`src/rtl/fma_align_ctrl_if.sv`:
```
// Operand/result handshake bundle for the FMA addend-alignment controller.
// Ready/valid on both sides: the block holds the result until out_ready.
interface fma_align_ctrl_if;
   logic        in_valid;
   logic        in_ready;
   logic [7:0]  exp_a;
   logic [7:0]  exp_b;
   logic [7:0]  exp_c;
   logic [22:0] man_c;
   logic        out_valid;
   logic        out_ready;
   logic [7:0]  shamt;
   logic        ab_req;
   logic        prod_shift;
   logic [25:0] align_m;
   logic        sticky;
   logic        busy;

   modport master (
      output in_valid, exp_a, exp_b, exp_c, man_c, out_ready,
      input  in_ready, out_valid, shamt, ab_req, prod_shift, align_m, sticky, busy
   );

   modport slave (
      input  in_valid, exp_a, exp_b, exp_c, man_c, out_ready,
      output in_ready, out_valid, shamt, ab_req, prod_shift, align_m, sticky, busy
   );
endinterface

```
`src/rtl/fma_align_ctrl.sv`:
```
// FMA addend alignment: shamt = ea+eb-ec, then a serial right shift of the addend (one bit/cycle).
// Result visible at edge k+2+n (n <= MAX_SHIFT); one set in flight, held in DONE until out_ready.
module fma_align_ctrl #(
   parameter int MAX_SHIFT = 26
) (
   input logic          clk,
   input logic          rst,
   fma_align_ctrl_if.slave bus
);
   localparam int CW = $clog2(MAX_SHIFT + 1);
   localparam logic [7:0]    MAX_SHAMT = 8'(MAX_SHIFT);
   localparam logic [CW-1:0] MAX_CNT   = CW'(MAX_SHIFT);

   localparam logic [1:0] S_IDLE  = 2'd0;
   localparam logic [1:0] S_CALC  = 2'd1;
   localparam logic [1:0] S_SHIFT = 2'd2;
   localparam logic [1:0] S_DONE  = 2'd3;

   logic [1:0]    state_q, state_d;
   logic [7:0]    exp_a_q, exp_a_d, exp_b_q, exp_b_d, exp_c_q, exp_c_d;
   logic [22:0]   man_c_q, man_c_d;
   logic [7:0]    shamt_q, shamt_d;
   logic          ab_req_q, ab_req_d;
   logic          prod_shift_q, prod_shift_d;
   logic [25:0]   align_m_q, align_m_d;
   logic          sticky_q, sticky_d;
   logic [CW-1:0] cnt_q, cnt_d;

   logic [7:0]    calc_shamt;
   logic          calc_ab_req;
   logic [CW-1:0] calc_n;

   always_comb begin
      calc_shamt  = exp_a_q + exp_b_q - exp_c_q;
      // A large negative difference means the product is negligible next to the addend.
      calc_ab_req = !(calc_shamt[7] && (calc_shamt[6:0] <= 7'd104));
      if (calc_ab_req && !calc_shamt[7])
         calc_n = (calc_shamt >= MAX_SHAMT) ? MAX_CNT : calc_shamt[CW-1:0];
      else
         calc_n = '0;
   end

   always_comb begin
      state_d      = state_q;
      exp_a_d      = exp_a_q;
      exp_b_d      = exp_b_q;
      exp_c_d      = exp_c_q;
      man_c_d      = man_c_q;
      shamt_d      = shamt_q;
      ab_req_d     = ab_req_q;
      prod_shift_d = prod_shift_q;
      align_m_d    = align_m_q;
      sticky_d     = sticky_q;
      cnt_d        = cnt_q;
      case (state_q)
         S_IDLE: begin
            if (bus.in_valid) begin
               exp_a_d = bus.exp_a;
               exp_b_d = bus.exp_b;
               exp_c_d = bus.exp_c;
               man_c_d = bus.man_c;
               state_d = S_CALC;
            end
         end
         S_CALC: begin
            shamt_d      = calc_shamt;
            ab_req_d     = calc_ab_req;
            prod_shift_d = calc_ab_req & calc_shamt[7];
            align_m_d    = {1'b1, man_c_q, 2'b00};
            sticky_d     = 1'b0;
            cnt_d        = calc_n;
            state_d      = (calc_n == '0) ? S_DONE : S_SHIFT;
         end
         S_SHIFT: begin
            align_m_d = {1'b0, align_m_q[25:1]};
            sticky_d  = sticky_q | align_m_q[0];
            cnt_d     = cnt_q - CW'(1);
            if (cnt_q == CW'(1))
               state_d = S_DONE;
         end
         default: begin
            if (bus.out_ready)
               state_d = S_IDLE;
         end
      endcase
   end

   always_ff @(posedge clk) begin
      if (rst) begin
         state_q      <= S_IDLE;
         exp_a_q      <= '0;
         exp_b_q      <= '0;
         exp_c_q      <= '0;
         man_c_q      <= '0;
         shamt_q      <= '0;
         ab_req_q     <= 1'b0;
         prod_shift_q <= 1'b0;
         align_m_q    <= '0;
         sticky_q     <= 1'b0;
         cnt_q        <= '0;
      end else begin
         state_q      <= state_d;
         exp_a_q      <= exp_a_d;
         exp_b_q      <= exp_b_d;
         exp_c_q      <= exp_c_d;
         man_c_q      <= man_c_d;
         shamt_q      <= shamt_d;
         ab_req_q     <= ab_req_d;
         prod_shift_q <= prod_shift_d;
         align_m_q    <= align_m_d;
         sticky_q     <= sticky_d;
         cnt_q        <= cnt_d;
      end
   end

   assign bus.in_ready   = (state_q == S_IDLE);
   assign bus.out_valid  = (state_q == S_DONE);
   assign bus.busy       = (state_q != S_IDLE);
   assign bus.shamt      = shamt_q;
   assign bus.ab_req     = ab_req_q;
   assign bus.prod_shift = prod_shift_q;
   assign bus.align_m    = align_m_q;
   assign bus.sticky     = sticky_q;
endmodule

```
`src/flat_wrapper.sv`:
```
// flat-port wrapper written by rule: the top's interface ports become plain ports
module fma_align_ctrl_flat 
#(
   parameter int MAX_SHIFT = 26
)
  (clk, rst, bus_in_valid, bus_exp_a, bus_exp_b, bus_exp_c, bus_man_c, bus_out_ready, bus_in_ready, bus_out_valid, bus_shamt, bus_ab_req, bus_prod_shift, bus_align_m, bus_sticky, bus_busy);
  fma_align_ctrl_if bus_i ();
  input logic clk;
  input logic rst;
  input wire logic [$bits(bus_i.in_valid)-1:0] bus_in_valid;
  input wire logic [$bits(bus_i.exp_a)-1:0] bus_exp_a;
  input wire logic [$bits(bus_i.exp_b)-1:0] bus_exp_b;
  input wire logic [$bits(bus_i.exp_c)-1:0] bus_exp_c;
  input wire logic [$bits(bus_i.man_c)-1:0] bus_man_c;
  input wire logic [$bits(bus_i.out_ready)-1:0] bus_out_ready;
  output wire logic [$bits(bus_i.in_ready)-1:0] bus_in_ready;
  output wire logic [$bits(bus_i.out_valid)-1:0] bus_out_valid;
  output wire logic [$bits(bus_i.shamt)-1:0] bus_shamt;
  output wire logic [$bits(bus_i.ab_req)-1:0] bus_ab_req;
  output wire logic [$bits(bus_i.prod_shift)-1:0] bus_prod_shift;
  output wire logic [$bits(bus_i.align_m)-1:0] bus_align_m;
  output wire logic [$bits(bus_i.sticky)-1:0] bus_sticky;
  output wire logic [$bits(bus_i.busy)-1:0] bus_busy;
  assign bus_i.in_valid = bus_in_valid;
  assign bus_i.exp_a = bus_exp_a;
  assign bus_i.exp_b = bus_exp_b;
  assign bus_i.exp_c = bus_exp_c;
  assign bus_i.man_c = bus_man_c;
  assign bus_i.out_ready = bus_out_ready;
  assign bus_in_ready = bus_i.in_ready;
  assign bus_out_valid = bus_i.out_valid;
  assign bus_shamt = bus_i.shamt;
  assign bus_ab_req = bus_i.ab_req;
  assign bus_prod_shift = bus_i.prod_shift;
  assign bus_align_m = bus_i.align_m;
  assign bus_sticky = bus_i.sticky;
  assign bus_busy = bus_i.busy;
  fma_align_ctrl #(.MAX_SHIFT(MAX_SHIFT)) u_core (.clk(clk), .rst(rst), .bus(bus_i));
endmodule
```
`config.mk`:
```
export PLATFORM = sky130hd
export DESIGN_NAME = fma_align_ctrl_flat
export DESIGN_NICKNAME = d
export VERILOG_FILES = /design/src/rtl/fma_align_ctrl_if.sv /design/src/rtl/fma_align_ctrl.sv /design/src/flat_wrapper.sv
export SDC_FILE = /design/constraint.sdc
export NUM_CORES = 1
export LEC_CHECK = 0
export ABC_AREA = 1
export CORE_MARGIN = 5
export CORE_UTILIZATION = 51
export CTS_CLUSTER_SIZE = 8
export DETAILED_ROUTE_END_ITERATION = 10
export PLACE_DENSITY = 0.8
export SLEW_MARGIN = 20
export SYNTH_ARGS = -nofsm -noshare
export SYNTH_HDL_FRONTEND = slang
export SYNTH_SLANG_ARGS = --single-unit
```
`constraint.sdc`:
```
create_clock -name clk -period 3.6 [get_ports clk]
set_clock_uncertainty 0.15 [all_clocks]
set_input_delay 1.08 -clock clk [delete_from_list [all_inputs] [get_ports clk]]
set_output_delay 1.08 -clock clk [all_outputs]
set_load 0.05 [all_outputs]
```
==> results.md <==
- Max cap viols: 0
- Mean Syn Cell Area: slightly above 7 sq um
- Most frequent cells in the layout: 123 x nand2_1, 91 x dfxtp_1, 90 x clkdlybuf4s50_1, 85 x inv_1, 83 x nor2_1
- CTS sink cnt: 91
- Slew Limit Fails: 0
- Vias in the first global route: 3890
- Part of the power in the clock network: 0.127
- Die X: 102.6 um
- Clock-pin slew on the worst setup and hold paths: about 0.09 ns
- P_int: between 0.003 and 0.004 W
- Number of synthesized flops with an enable pin: 0
- Minimum clock period after layout: approximately 3.2 ns
- Reg2reg setup slack: 0.74 ns
- Syn nets: between 600 and 700
- Die area: 10530 sq um
- P_sw: around 0.0031 W
- Largest net degree at the start of global routing: 64
- Sequential area share after synthesis: 0.4162
- Row cnt: 33
- Share of cells above drive strength 1: 0.04721
- WL final: 10210 um
- Routed Antenna Nets: 0
- Lkg Pwr: 2.529 nW
- Unrepaired setup endpoints after global routing: no
- Slew Limit Headroom: 0.3369
- Worst setup EP type: primary output
- Total global routing overflow: 0
- Core ar.: 8299 sq um
- Root Buffer: clkbuf_8
- Post-CTS Setup Inserts: 0
- WS Path Type: reg2out
- FMAX: 0.3088 GHz
- Layout net count: 766
- Hold Crit Class: reg2reg
- Power per cell area: 1103 nW/um^2
- DR WL/cell: 12.70 um
- R2R cell count: 15
- Sequential share of power: 0.259
- Crit path to: bus_busy
- Sw Share: 0.5086
- Number of vias per cell: just over 5
- Critical path, cell by cell: inv_1, ha_1, inv_1, clkdlybuf4s50_1
- Worst path arrival time: 2.01 ns
- Die Y: 102.6 um
- DP HPWL: 7472 um
- Fin Setup TNS: 0 ns
- Post-CTS sizing: 0
- Routability congestion estimate: 0.8787
- Reg-to-reg endpoint: u_core.state_q[0]
- CTS Buffer Depth: 2
- Cell variety after synth: 28
- Combinational cell fraction of total power: 0.614
- Synthesis-stage register bit count: between 90 and 100
- Worst setup margin: 0.3616 ns
- RR Startpoint: u_core.exp_b_q[5]
- Initial antenna violation count: 0
- CTS tree: done
- Maximum VDD drop: 0.5549 mV
- Worst path max stage delay: slightly above 0.8 ns
- Worst path slowest cell: clkdlybuf4s50_1
- Setup WS pre-CTS: approximately 0.75 ns
- Hold Fails Final Rpt: 0
- Final setup violation count: 0
- Main synth FF type: dfxtp_1
- Startpoint types: flop
- Status: complete, no violations
- H-tree depth: 3
- Slew of the pin with the lowest slew margin: 0.9936 ns
- Residual DRC count: 0
- Most common cell after layout, fill and taps aside: nand2_1
- Detailed Routing Iterations Pass 1: 4
- Post-Syn Area: ~4400 sq um
- Total global-route track usage: 0.2026
- Mapped Cells: 618
- Worst EP required: about 2.4 ns
- Period utilisation layout: 0.8996
- Asr flop ratio synth: 0
- Starting density of the core: 0.5274
- CTS Hold Bufs: 0
- Port Buffers: 90
- P&R area growth vs syn: 27.19%
- N_diodes: 0
- Initial DRC Count: 191
- Synthesis Warnings: 0
- Vias: 4087
- Most numerous cell on the critical path: inv_1
- Io pins: 91
- Num CTS Buffers: 9
- Global-route wire length before repair: 17130 um
- Clock Latency Late Sink: around 0.36 ns
- Setup crit start: u_core.state_q[0]
- Worst-path fanout max: 4
[synth_stat cells (2+ instances only)]
master      n  share of area
nor3_1      2         0.0023
dfxtp_1    91           0.42
ha_1       14          0.040
a21oi_1    34          0.039
clkbuf_1   30          0.026
o211ai_1   27          0.046
nor2_1     83          0.071
nand4_1     4         0.0057
clkinv_1    3         0.0026
a21oi_2     2         0.0040
nand2_1   124           0.11
a211oi_1    2         0.0034
nand3b_1    2         0.0034
nand3_1    40          0.046
o21ai_0    55          0.063
inv_1      85          0.073
fa_1        7          0.032
nand2_2     3         0.0043
[area by class of cell]
| type | count | area (sq um) |
|---|---|---|
| fill | 734 | 2733 |
| multi-input combinational | 406 | 2102 |
| sequential | 91 | 1822 |
| timing repair buffer | 97 | 953.4 |
| inverter | 89 | 334.1 |
| tap | 105 | 131.4 |
| clock buffer | 10 | 127.6 |
| clock inverter | 6 | 96.34 |
[worst min-delay path by stage]
stage,start,end,slack [ns],cells past startpoint
6_report,u_core.exp_a_q[0],u_core.exp_a_q[0],0.33,2
5_1_grt,u_core.exp_a_q[0],u_core.exp_a_q[0],0.33,2
4_1_cts,u_core.exp_a_q[0],u_core.exp_a_q[0],0.33,2
3_5_place_dp,u_core.exp_a_q[0],u_core.exp_a_q[0],0.31,2
3_3_place_gp,u_core.exp_a_q[0],u_core.exp_a_q[0],0.30,2
2_1_floorplan,u_core.exp_a_q[0],u_core.exp_a_q[0],0.28,2
[power by group through the flow]
| stage | Combinational (W) | Sequential, W | Clock, W |
|---|---|---|---|
| 2_1_floorplan | 0.00222 | 0.00216 | 0 |
| 3_5_place_dp | 0.00374 | 0.00161 | 0 |
| 4_1_cts | 0.00377 | 0.00159 | 0.000793 |
| 3_3_place_gp | 0.00366 | 0.00159 | 0 |
| 6_report | 0.00377 | 0.00159 | 0.000780 |
| 5_1_grt | 0.00422 | 0.00163 | 0.000841 |
[worst max-delay path, delay by kind of cell, from the launching register on]
family                     cells  cell delay (ns)
adders and majority gates      1             0.24
DFF                            1             0.39
buffers and inverters          3             1.01
[metal layers]
metal	vias to the layer above	routed length, um	part of all wire	track usage
met5	-	0	0	0
met1	1851	4645	0.45	0.2656
met2	101	4841	0.47	0.3342
li1	2119	-	-	-
met4	0	184	0.018	0.07467
met3	16	538	0.053	0.03654
[sequential cells by signal, indices dropped and copies added, names as in the netlist, 2 cells and up]
signal / cells
u_core.bus.align_m: 26
u_core.bus.shamt: 8
u_core.cnt_q: 5
u_core.exp_a_q: 8
u_core.exp_b_q: 8
u_core.exp_c_q: 8
u_core.man_c_q: 23
u_core.state_q: 2
[per-stage QoR]
step / area, sq um / util / cells / power (W) / hold slack [ns]
after global placement: 5343 / 0.6438 / 788 / 0.005258 / 0.3034
after CTS: 5567 / 0.6707 / 804 / 0.006149 / 0.3281
after global routing: 5567 / 0.6707 / 804 / 0.006693 / 0.3344
after detailed placement: 5343 / 0.6438 / 788 / 0.005350 / 0.3127
final: 5567 / 0.6707 / 804 / 0.006139 / 0.3263
after floorplan: 4377 / - / 618 / 0.004386 / 0.2831
[kinds of logic (layout without fill, tap and decap cells)]
| group | after synthesis | count (layout) | synth area share |
|---|---|---|---|
| adders and majority gates | 21 | 21 | 0.07204 |
| buffers and inverters | 121 | 202 | 0.1041 |
| DFF | 91 | 91 | 0.4162 |
| and+or+nand+nor | 260 | 260 | 0.2427 |
| AOI/OAI and AO/OA | 125 | 125 | 0.1650 |
No activity file was read; power rests on OpenSTA's default activity.
==> RTL change 1 (same flow settings) <==
Reset style: asynchronous (`rst`), changed in one clocked block.
--- a/src/rtl/fma_align_ctrl.sv
+++ b/src/rtl/fma_align_ctrl.sv
@@ -85,7 +85,7 @@
       endcase
    end
 
-   always_ff @(posedge clk) begin
+   always_ff @(posedge clk or posedge rst) begin
       if (rst) begin
          state_q      <= S_IDLE;
          exp_a_q      <= '0;
Check against the original RTL: differs if rst is asserted again (counterexample within 4 cycles, from zero or initial values and one cycle with rst high); with rst held inactive, the same outputs for 10 cycles.
==> RTL change 1 against the original RTL <==
Worst setup slack better by 27 ps. Via count shrank 11%. First-iteration DRC count is 26% lower. Critical path depth unchanged. Synthesized area is 3.8% higher. Wire length fell by 1.0%. Sequential cell count is the same. Final area is 3.8% higher. Highest routed layer unchanged. Count of clock-buffer cells in the layout rose by 1.
Power is not shown: default switching activity piles up to over one toggle a cycle in this logic, so the estimate is an artifact.
==> RTL change 1: results (changes against the original RTL) <==
* R2r endpoint: u_core.cnt_q[4]
* Pre-Repair DR Iteration Count at 5 (+1)
* Sequential cell area at 2280 µm² (+25%)
* End of the worst hold path: u_core.bus.shamt[4]
* All-Layer GR Usage at 0.190 (-0.0126)
* Post-synthesis compound-gate area fraction at 0.0989 (-0.0661)
* First-pass GRT wire length at 17,300 µm (+1.2%)
* Synth Area in XOR/XNOR at 0.00386 (+0.00386)
* Status: finished, final reports clean
* Cells after DPL at 696 (-12%)
* Total number of vias at 3,625 (-11%)
* Syn Nets at 584 (-15%)
* Synth top area cells: dfrtp_1, nand2_1, mux2_2, o21ai_0, inv_1
* Final WL at 10,100 µm (-1.0%)
* Fraction of area in multi-input gates at 0.339 (-0.0387)
* Comb_multi_in at 339 (-17%)
* Sequential cell count at 91 (unchanged)
* Drt initial violations at 142 (-26%)
* Max-slew headroom at 0.379 (+0.0426)
* Ys async rst share at 1.00 (+1.00)
* Clk cell area share at 0.0359 (-0.00430)
* Worst Min Path Start: u_core.bus.shamt[4]
* Worst R2R Start: u_core.exp_c_q[2]
* Synth top cells by count: nand2_1, dfrtp_1, inv_1, o21ai_0, nor2_1
* Share of post-route cells with drive strength above 1 at 0.111 (+0.0637)
* Post-synth cell types at 27 (-3.6%)
* Post-DP HPWL at 7160 µm (-4.2%)
* Pin count of the biggest net entering global routing at 77 (+20%)
* Via density at 5.09 (+0.16%)
==> RTL change 1: cell types whose count changed after synthesis, moves of 5 or more <==
cell	delta
nand2_2	+5
dfxtp_1	-91
o211ai_1	-27
inv_1	-23
nor2_1	-28
o21ai_0	+6
nand2_1	-18
clkbuf_1	-12
dfrtp_1	+91
mux2_2	+31
nand3_1	-25
a21oi_1	-11
==> RTL change 1: stage by stage <==
step / util / worst slack [ps] / area, µm² / hold WS, ps
3_3_place_gp: 0.639 / 785 / 5570 / 312
5_1_grt: 0.663 / 317 / 5780 / 372
6_report: 0.663 / 388 / 5780 / 338
3_5_place_dp: 0.639 / 741 / 5570 / 322
2_1_floorplan: - / 6.39 / 4540 / 324
4_1_cts: 0.663 / 381 / 5780 / 345
==> RTL change 1: routing by layer <==
metal,share of wire,GRT usage
met1,0.43,0.256
met2,0.50,0.307
met3,0.041,0.0279
met4,0.023,0.0777
met5,0,0
==> RTL change 2 (same flow settings) <==
Made on the original files. `MAX_SHIFT` is set to 26 in 2 places; all go to 52.
--- a/src/rtl/fma_align_ctrl.sv
+++ b/src/rtl/fma_align_ctrl.sv
@@ -1,7 +1,7 @@
 // FMA addend alignment: shamt = ea+eb-ec, then a serial right shift of the addend (one bit/cycle).
 // Result visible at edge k+2+n (n <= MAX_SHIFT); one set in flight, held in DONE until out_ready.
 module fma_align_ctrl #(
-   parameter int MAX_SHIFT = 26
+   parameter int MAX_SHIFT = 52
 ) (
    input logic          clk,
    input logic          rst,
--- a/src/flat_wrapper.sv
+++ b/src/flat_wrapper.sv
@@ -1,7 +1,7 @@
 // flat-port wrapper written by rule: the top's interface ports become plain ports
 module fma_align_ctrl_flat 
 #(
-   parameter int MAX_SHIFT = 26
+   parameter int MAX_SHIFT = 52
 )
   (clk, rst, bus_in_valid, bus_exp_a, bus_exp_b, bus_exp_c, bus_man_c, bus_out_ready, bus_in_ready, bus_out_valid, bus_shamt, bus_ab_req, bus_prod_shift, bus_align_m, bus_sticky, bus_busy);
   fma_align_ctrl_if bus_i ();
Behaviour: no difference found for any inputs over 10 cycles, from zero or initial values and one cycle with rst high; that may be too few to reach the edited logic, so the function may still have changed.
==> RTL change 2 against the original RTL <==
Worst setup slack worse by 11 ps. Cell count shrank 0.12%. Sequential cell count grew 1. Synthesized area up 2.4%. Final area rose by 1.5%. Via count rose by 1.1%. Count of clock-buffer cells in the layout did not move. Wire length rose by 2.5%.
Power is left out: the tool's default activity adds up to more than one toggle a clock period on the data nets, which glitch-free logic cannot reach.
==> RTL change 2: results (changes against the original RTL) <==
* Synth top area cells: dfxtp_1, nand2_1, inv_1, nor2_1, o21ai_0
* Seq/Total Area, Yosys at 0.411 (-0.00529)
* Max-slew violations at 0 (unchanged)
* Dpl ws at 734 ps (-13.2 ps)
* Pre-Repair DR Iteration Count at 4 (unchanged)
* Ys async rst share at 0 (unchanged)
* Max incr delay on CP at 810 ps (about the same)
* Drt initial violations at 149 (-22%)
* Clock Latency Late Sink at 360 ps (about the same)
* All-Layer GR Usage at 0.197 (-0.00556)
* Post-CTS sizing at 0 (unchanged)
* Final WL at 10,500 µm (+2.5%)
* CP arrival at 2020 ps
* Clk pin slew, worst setup/hold paths at 90 ps (about the same)
* Setup Buffers After CTS at 0 (unchanged)
* Via density at 5.15 (+1.3%)
* Status: finished, final reports clean
* HP Class: flip-flop to flip-flop
* Slew @ Worst Pin at 798 ps (-196 ps)
* Pin count of the biggest net entering global routing at 62 (-3.1%)
* Root Driver: clkbuf_8
* Clock buffer depth at 2 (unchanged)
* Diodes inserted at 0 (unchanged)
* Post-DP HPWL at 7550 µm (+0.98%)
* Number of flip-flops in the largest register at 26 (unchanged)
* Initial antenna violation count at 0 (unchanged)
* Nets at 762 (-0.52%)
* YS warnings at 0 (unchanged)
* Vias in the first global route at 4,078 (+4.8%)
* Slowest CP cell: clkdlybuf4s50_1
* Synth top cells by count: nand2_1, dfxtp_1, inv_1, nor2_1, o21ai_0
* CP top delay family: buffers and inverters
* CTS H-Tree Depth at 3 (unchanged)
* Crit-path max FO at 4 (unchanged)
* First-pass GRT wire length at 18,100 µm (+5.7%)
* Num CTS Buffers at 9 (unchanged)
* Post-synth cell types at 34 (+21%)
* Syn Nets at 686 (-0.58%)
* Share of post-route cells with drive strength above 1 at 0.0734 (+0.0262)
* # fillers at 769 (+4.8%)
* IO Port Bufs at 90 (unchanged)
* Routability congestion estimate at 0.795 (-9.6%)
-- RTL change 2: metrics by stage --
stage               hold slack [ps]  instance area (µm²)  instances
global placement                304                 5440        787
finish                          321                 5650        803
global route                    357                 5650        803
floorplan                       283                 4480        614
detailed placement              306                 5440        787
CTS                             319                 5650        803
-- RTL change 2: final timing paths --
path	from	endpoint	slack, ps	cells past startpoint
min	u_core.bus.shamt[7]	u_core.bus.shamt[7]	320	2
min reg2reg	u_core.bus.shamt[7]	u_core.bus.shamt[7]	320	2
max reg2reg	u_core.exp_b_q[1]	u_core.state_q[0]	790	14
max	u_core.state_q[0]	bus_busy	350	4
-- RTL change 2: per-layer routing --
metal	GRT usage	wire, µm
met1	0.246	4680
met2	0.342	5230
met3	0.0267	304
met4	0.0777	246
met5	0	0
-- RTL change 2: logic make-up after synthesis --
| family | share of synthesized area |
|---|---|
| adder cells (fa/ha/maj) | 0.0704 |
| XOR/XNOR | 0.00977 |
| AND/OR/NAND/NOR | 0.237 |
| buffers and inverters | 0.110 |
| AO/OA/AOI/OAI | 0.161 |
| flip-flops | 0.411 |
-- RTL change 2: worst min-delay path: stages (launching register included) --
cell	delay (ps)
dfxtp_1	320
nand2_1	60
a21oi_1	50
-- RTL change 2: final cells by class --
type | count | area [µm²] | share of cell area
inverter | 94 | 353 | 0.0624
clock buffer | 10 | 128 | 0.0226
clock inverter | 6 | 87.6 | 0.0155
multi-input combinational | 395 | 2150 | 0.380
timing repair buffer | 98 | 961 | 0.170
sequential | 92 | 1840 | 0.326
tap | 108 | 135 | 0.0239
